File: src/rtl/kf8237_service_sequencer.sv
// 8237-style DMA service sequencer: HRQ/HLDA handshake, DACK, S1-S4 transfer timing, EOP, rotation.
// Optional KF8237_COMPRESSED_TIMING_EN: skip S3, and block/demand continue re-enters S2.
module kf8237_service_sequencer (
  input  logic       clock,
  input  logic       reset,
  input  logic       clock_p_en,
  input  logic       clock_n_en,
  input  logic [7:0] internal_data_bus,
  input  logic       write_mode_register,
  input  logic       master_clear,
  input  logic [3:0] encoded_dma,
  input  logic [3:0] dma_request_state,
  input  logic       hold_acknowledge,
  input  logic       terminal_count,
  input  logic       end_of_process_external,
  output logic       hold_request,
  output logic [3:0] dma_acknowledge_internal,
  output logic       transfer_strobe,
  output logic       end_of_process_internal,
  output logic [1:0] dma_rotate
);

  typedef enum logic [2:0] {SI, S0, S1, S2, S3, S4, SC} state_t;

  localparam logic [1:0] M_DEMAND  = 2'b00;
  localparam logic [1:0] M_SINGLE  = 2'b01;
  localparam logic [1:0] M_BLOCK   = 2'b10;
  localparam logic [1:0] M_CASCADE = 2'b11;

`ifdef KF8237_COMPRESSED_TIMING_EN
  localparam state_t S_AFTER_S2 = S4;
  localparam state_t S_CONT     = S2;
`else
  localparam state_t S_AFTER_S2 = S3;
  localparam state_t S_CONT     = S1;
`endif

  state_t          r_state, w_next;
  logic [1:0]      r_ch;
  logic [3:0][1:0] r_mode;
  logic            r_hrq, r_eop_seen;
  logic [3:0]      r_dack;
  logic [1:0]      r_rotate;
  logic [1:0]      w_enc_idx, w_mode;
  logic            w_strobe, w_eop, w_abort, w_done, w_step, w_in_xfer;

  assign w_mode    = r_mode[r_ch];
  assign w_done    = terminal_count | r_eop_seen;
  assign w_step    = clock_p_en & ~master_clear;
  assign w_in_xfer = (r_state == S1) | (r_state == S2) | (r_state == S3) | (r_state == S4);

  always_comb begin
    w_enc_idx = 2'd0;
    for (int i = 3; i >= 0; i--)
      if (encoded_dma[i]) w_enc_idx = 2'(i);
  end

  // Next state assuming a p-step occurs; strobe/EOP are gated by the step itself.
  always_comb begin
    w_next   = r_state;
    w_strobe = 1'b0;
    w_eop    = 1'b0;
    w_abort  = 1'b0;
    case (r_state)
      SI: if (encoded_dma != 4'd0) w_next = S0;
      S0: begin
        if (hold_acknowledge)
          w_next = (w_mode == M_CASCADE) ? SC : S1;
        else if (encoded_dma == 4'd0) begin
          w_next  = SI;
          w_abort = 1'b1;
        end
      end
      S1: w_next = S2;
      S2: w_next = S_AFTER_S2;
      S3: w_next = S4;
      S4: begin
        w_strobe = 1'b1;
        if (w_done) begin
          w_eop  = 1'b1;
          w_next = SI;
        end else if (!hold_acknowledge)
          w_next = SI;
        else case (w_mode)
          M_DEMAND: w_next = dma_request_state[r_ch] ? S_CONT : SI;
          M_BLOCK:  w_next = S_CONT;
          default:  w_next = SI;
        endcase
      end
      SC: if (!dma_request_state[r_ch] || !hold_acknowledge) w_next = SI;
      default: w_next = SI;
    endcase
  end

  assign transfer_strobe          = w_step & w_strobe;
  assign end_of_process_internal  = w_step & w_eop;
  assign hold_request             = r_hrq;
  assign dma_acknowledge_internal = r_dack;
  assign dma_rotate               = r_rotate;

  always_ff @(posedge clock or posedge reset) begin
    if (reset) begin
      r_state    <= SI;
      r_ch       <= 2'd0;
      r_mode     <= '0;
      r_hrq      <= 1'b0;
      r_dack     <= 4'd0;
      r_rotate   <= 2'd0;
      r_eop_seen <= 1'b0;
    end else if (master_clear) begin
      r_state    <= SI;
      r_hrq      <= 1'b0;
      r_dack     <= 4'd0;
      r_rotate   <= 2'd0;
      r_eop_seen <= 1'b0;
    end else begin
      if (write_mode_register)
        r_mode[internal_data_bus[1:0]] <= internal_data_bus[7:6];
      if (clock_n_en && w_in_xfer && end_of_process_external)
        r_eop_seen <= 1'b1;
      if (clock_p_en) begin
        r_state <= w_next;
        if (r_state == SI && w_next == S0) begin
          r_ch  <= w_enc_idx;
          r_hrq <= 1'b1;
        end
        if (r_state == S0 && (w_next == S1 || w_next == SC))
          r_dack <= 4'b0001 << r_ch;
        // Leaving service: the served channel becomes lowest priority (not on S0 abort).
        if (r_state != SI && w_next == SI) begin
          r_hrq      <= 1'b0;
          r_dack     <= 4'd0;
          r_eop_seen <= 1'b0;
          if (!w_abort) r_rotate <= r_ch + 2'd1;
        end
      end
    end
  end

endmodule

File: config.mk
export PLATFORM = sky130hd
export DESIGN_NAME = kf8237_service_sequencer
export DESIGN_NICKNAME = d
export VERILOG_FILES = /design/src/rtl/kf8237_service_sequencer.sv
export SDC_FILE = /design/constraint.sdc
export NUM_CORES = 1
export LEC_CHECK = 0
export CAP_MARGIN = 20
export CORE_ASPECT_RATIO = 0.5
export CORE_MARGIN = 3
export CORE_UTILIZATION = 45
export CTS_BUF_LIST = sky130_fd_sc_hd__clkbuf_8 sky130_fd_sc_hd__clkbuf_16
export CTS_CLUSTER_SIZE = 40
export DETAILED_ROUTE_END_ITERATION = 8
export PLACE_DENSITY = 0.8
export SKIP_LAST_GASP = 1
export SYNTH_ARGS = -nofsm -noshare
export SYNTH_HDL_FRONTEND = slang
export SYNTH_SLANG_ARGS = --single-unit
File: constraint.sdc
create_clock -name clock -period 2.62 [get_ports clock]
set_input_delay 0.524 -clock clock [delete_from_list [all_inputs] [get_ports clock]]
set_output_delay 0.524 -clock clock [all_outputs]
set_load 0.03 [all_outputs]
**Word level (Yosys, flattened, before mapping)**

Cells that the tools add are included.
W data, S select, Z words.

- Register bits after elaboration: 21
- Input port bits: 25
- Output and inout bits: 9
- Logic and storage cells: 105

- $add $sub $neg: 1
- $lt $le $gt $ge: 3
- Eq/ne operators: 12
- Shift-type cells: 1
- Multiplexer cells: 45
- Bitwise logic cells: 8
- Reductions and logical operators: 25

Operators with widths:

| kind | number |
|---|---|
| $mux W2 | 13 |
| $mux W3 | 7 |
| $pmux W3 S7 | 1 |
| $mux W4 | 4 |
| $mux W1 | 15 |
| $eq A3 B3 Y1 const B | 4 |
| $eq A3 B2 Y1 const B | 3 |
| $reduce_bool A3 Y1 | 3 |
| $bwmux W8 | 1 |
| $eq A3 B1 Y1 const B | 2 |
| $logic_and A1 B1 Y1 | 6 |
| $logic_not A3 Y1 | 2 |
| $lt A2 B3 Y1 const B | 2 |
| $reduce_and A2 Y1 | 3 |
| $reduce_and A3 Y1 | 2 |
| $bmux W2 S2 | 1 |
| $demux W2 S2 | 1 |
| $eq A2 B2 Y1 const B | 2 |
| $logic_not A4 Y1 | 1 |
| $or A1 B1 Y1 | 4 |
| $pmux W2 S2 | 1 |
| $reduce_bool A2 Y1 | 2 |
| $reduce_bool A4 Y1 | 1 |
| $shl A1 B2 Y4 const A | 1 |
| other kinds (9) | 13 |

**Logic depth before layout (Yosys ltp)**

- Word-level depth: 14
- Mapped depth: 6
- Gate-level depth less buffers: 5

**Worst setup path before layout**

Ideal clock, no wire load.

- Path type: flip-flop to flip-flop
- Start point: reg r_ch[0]
- End point: reg r_dack[0], in the netlist dma_acknowledge_internal[0]
- Setup time: 0.066 ns
- Data arrival time: 1.994 ns
- Data required time: 2.554 ns
- Setup slack: 0.560 ns
- Cell stages (with the launch flop): 6
- Path buffers: 0
- Clock period less this slack: 2.060 ns
- Path through: dfrtp_1 -> mux4_2 -> nor4b_4 -> a2111oi_2 -> a311oi_2 -> a22o_1

- Word-level cells in the longest chain between the ends: 12
- Elaborated cells between the ends (all ways): 30
- Classes of those cells: 4 x eq/ne; 1 x shift; 16 x mux; 9 x reduce/logical

RTL lines:

| element | line | text |
|---|---|---|
| start, declared | 39 | `logic [1:0] r_ch;` |
| start signal, assigned | 124 | `r_ch <= w_enc_idx;` |
| $bmux W2 S2 / $bmux W1 S2 (equally long branches) | 47, 85, 90 |  |
| $mux W2 (implied by the code) / $mux W1 (equally long branches) | 47, 85, 90 |  |
| $eq A2 B2 Y1, or another cell as far along | 84 | `else case (w_mode)` |
| $pmux W2 S2 | 84 |  |
| $mux W2 | 82 | `end else if (!hold_acknowledge)` |
| $mux W2 | 79 | `if (w_done) begin` |
| $pmux W3 S7 | 64 | `case (r_state)` |
| $eq A3 B2 Y1, or another cell as far along | 127 | `if (r_state == S0 && (w_next == S1 \|\| w_next == SC))` |
| $logic_or A1 B1 Y1 / $logic_and A1 B1 Y1 (equally long branches) | 127, 130 |  |
| $logic_and A1 B1 Y1 / $mux W4 (equally long branches) | 127, 130 |  |
| $reduce_bool A3 Y1 (no line) / $mux W4 (equally long branches) | - |  |
| $reduce_and A2 Y1 (no line) / $mux W4 (equally long branches) | - |  |
| end signal, assigned | 128 | `r_dack <= 4'b0001 << r_ch;` |
| end, declared | 42 | `logic [3:0] r_dack;` |

Several ways; a longest one is shown, not always the timed one. The select of a mux whose other input is x is not followed.
A chain may end at the register's enable or synchronous reset.

**Worst setup path in the final report**

- Start point: reg r_ch[0]
- End point: reg r_dack[3], in the netlist dma_acknowledge_internal[3]

The elaborated chain is that of the path after synthesis.

==> impl_results.md <==
- Chip width: 82.1 um
- Required time worst endpoint: 2820 ps
- Mapped Cells: around 110
- Most common cell after layout, fill and taps aside: clkdlybuf4s50_1
- Status: finished, final reports clean
- Crit path max-delay cell type: mux4_2
- Critical path class: flip-flop to flip-flop
- Antenna Cells: 0
- Crit-path cells: mux4_2 > nor4b_4 > a2111oi_2 > a311oi_2 > a22o_1
- Tightest Pin Transition: ~800 ps
- Share of cells above drive strength 1: 20.0%
- Most frequent cells in the layout: clkdlybuf4s50_1 (27), dfrtp_1 (21), nor2_1 (9), mux2_2 (8), buf_4 (7)
- Cts bufs inserted: 3
- Hpwl dp: 2180 um
- IO Count: 34
- Max Fclk: 0.436 GHz
- Synthesized Nets: 141
- Post-Place Cells: 178
- Synthesis-stage register bit count: 21
- Overflow after GRT: 0
- Initial Util: 48.8%
- CP endpoint kind: flip-flop
- Clock root buffer: clkbuf_8
- Final Cell Area: around 1700 um2
- Max transition margin: between 40 and 50%
- Final Hold Viols: 0
- Vias: 1,003
- Die height: 44.0 um
- CP delay by family, top: compound AO/OA/AOI/OAI gates
- Clock buffer depth: 2
- Peak VDD IR: 288 uV
- CP max FO: 6
- Total power per unit cell area: ~500 nW/um2
- Arr. time, crit path: between 2000 and 2500 ps
- Post-layout min period: 2290 ps
- Pins Over Slew Limit: 0
- Hold Startpoint: r_mode[2]$_DFFE_PP0P_
- Fraction of registers with async set/reset: between 90% and 100%
- Final Skew: 1.60 ps
- Final ANT Viol Nets: 0
- Fin crit share: between 80% and 90%
- Fillers: 223
- Leakage power: 0.680 nW
- Final wirelength: 2830 um
- WP buf/inv: 0
- Vias in the first global route: 975
- Pin count of the biggest net entering global routing: 22
- Antenna violations before repair: 0
- First-pass GRT wire length: 4780 um
- Max Cap Viol: 0
- Worst R2R End: dma_acknowledge_internal[3]$_DFFE_PP0P_
- I/O Buffers: 29
- CP peak stage delay: 640 ps
- Crit start category: flip-flop
- Row cnt: 13
- CTS clk-pin slew, worst paths: 80 ps
- Synth warn: 0
- WHS Path Cells: 1
- Setup ws final: 329 ps
- Final hold slack: 510 ps
- FF-to-FF Start: r_ch[0]$_DFFE_PP0P_
- Hold endpoint: r_mode[2]$_DFFE_PP0P_
- Setup violators final: 0
- Tot Pwr: 832 uW
- Synthesis-to-layout area growth: 27.3%
- Core Box Area: approximately 2700 um2
- Area post-placement: about 1600 um2
- Netlist cell types: 44
- Clk Latency, worst-skew pair: 260 ps
- Gpl congestion: a little over 0.8
- Avg WL per Cell: 15.5 um
- Register area share after synthesis: 40.4%
- Final Core Density: 62.1%
- Place WS: ~100 ps
- Iter 0 DRT Violations: 42
- RSZ-0062 raised after global routing: no
- Fin cells: about 180
- Number of synthesized flops with an enable pin: 0
- Main synth FF type: dfrtp_1
- Drt drc: 0
- Nets: 175
- FF-to-FF setup slack: 330 ps
- Die Area: about 3600 um2
- Post-CTS sizing: 0
- Reg2Reg Depth: 5
- Via-to-Cell Ratio: between 5 and 6
- # H-tree levels: 1
- Hold_buf cts: 0
- Postcts setup bufs: 0
- Hold/Removal Path Class: flip-flop to flip-flop
- Avg Inst Size Synth: 11.6 um2
- Clock net sink count: 21
- CTS tree: built
- Setup TNS: 0 ps
- DRT Pass-1 Iters: 4
- Syn Std Cell Area: 1300 um2
- Total GRT Usage: 17.9%
-- logic make-up after synthesis --
kind of cell               count (synthesis)  synth area share, %
xor gates and xnor gates                   1                0.673
buffers and inverters                      9                 5.77
adders and majority gates                  4                 3.85
muxes                                     12                 13.2
and+or+nand+nor                           39                 20.4
DFF                                       21                 40.4
AOI/OAI and AO/OA                         26                 15.8
-- cells in the mapped netlist, types with 2 or more instances --
cell type | number | share of area, %
a311oi_1 | 2 | 1.3
o21ai_1 | 2 | 0.77
mux2_2 | 8 | 6.9
mux4_2 | 2 | 3.5
o21ai_0 | 4 | 1.5
inv_1 | 4 | 1.2
clkbuf_8 | 3 | 3.2
nand3_1 | 3 | 1.2
nand2b_1 | 3 | 1.4
a22o_1 | 4 | 2.7
a31oi_1 | 2 | 0.96
nand3b_1 | 2 | 1.2
a21oi_1 | 5 | 1.9
nor2_1 | 9 | 2.6
nor4bb_1 | 2 | 1.5
ha_1 | 4 | 3.8
nand2_1 | 5 | 1.4
nand4b_1 | 2 | 1.3
dfrtp_1 | 21 | 40
-- worst max-delay path by stage --
stage,start,to,slack [ps],depth (start not counted)
CTS,r_ch[0]$_DFFE_PP0P_,dma_acknowledge_internal[3]$_DFFE_PP0P_,320,5
floorplan,r_ch[0]$_DFFE_PP0P_,dma_acknowledge_internal[0]$_DFFE_PP0P_,560,5
detailed placement,dma_request_state[1],dma_acknowledge_internal[0]$_DFFE_PP0P_,100,5
global placement,dma_request_state[1],dma_acknowledge_internal[3]$_DFFE_PP0P_,100,5
finish,r_ch[0]$_DFFE_PP0P_,dma_acknowledge_internal[3]$_DFFE_PP0P_,330,5
global route,r_ch[0]$_DFFE_PP0P_,dma_acknowledge_internal[1]$_DFFE_PP0P_,190,5
-- area by class of cell --
class	count	area, um2	share of cell area, %
inverter	4	15.0	0.906
sequential	21	526	31.7
timing repair buffer	34	323	19.5
clock inverter	1	5.00	0.302
multi-input combinational	82	701	42.3
clock buffer	3	41.3	2.49
tap	37	46.3	2.79
-- registers in the layout, indices dropped and copies added, names as in the netlist --
register / count
hold_request: 1
r_mode: 8
r_eop_seen: 1
r_state: 3
dma_rotate: 2
r_ch: 2
dma_acknowledge_internal: 4
-- power by group --
| group | leakage, nW | switching [mW] | total (mW) | internal, mW |
|---|---|---|---|---|
| registers | 0.272 | 0.0399 | 0.404 | 0.364 |
| logic | 0.382 | 0.0997 | 0.215 | 0.115 |
| clock network | 0.0255 | 0.107 | 0.213 | 0.106 |
| total | 0.680 | 0.247 | 0.832 | 0.585 |
-- layer usage --
metal  vias up  wire length (um)  GRT usage [%]
li1        492                 -              -
met1       491              1340           25.3
met2        18              1370           28.7
met3         2               107           4.27
met4         0                16           2.98
met5         -                 0              0
Power figures use the tool's default switching activity.
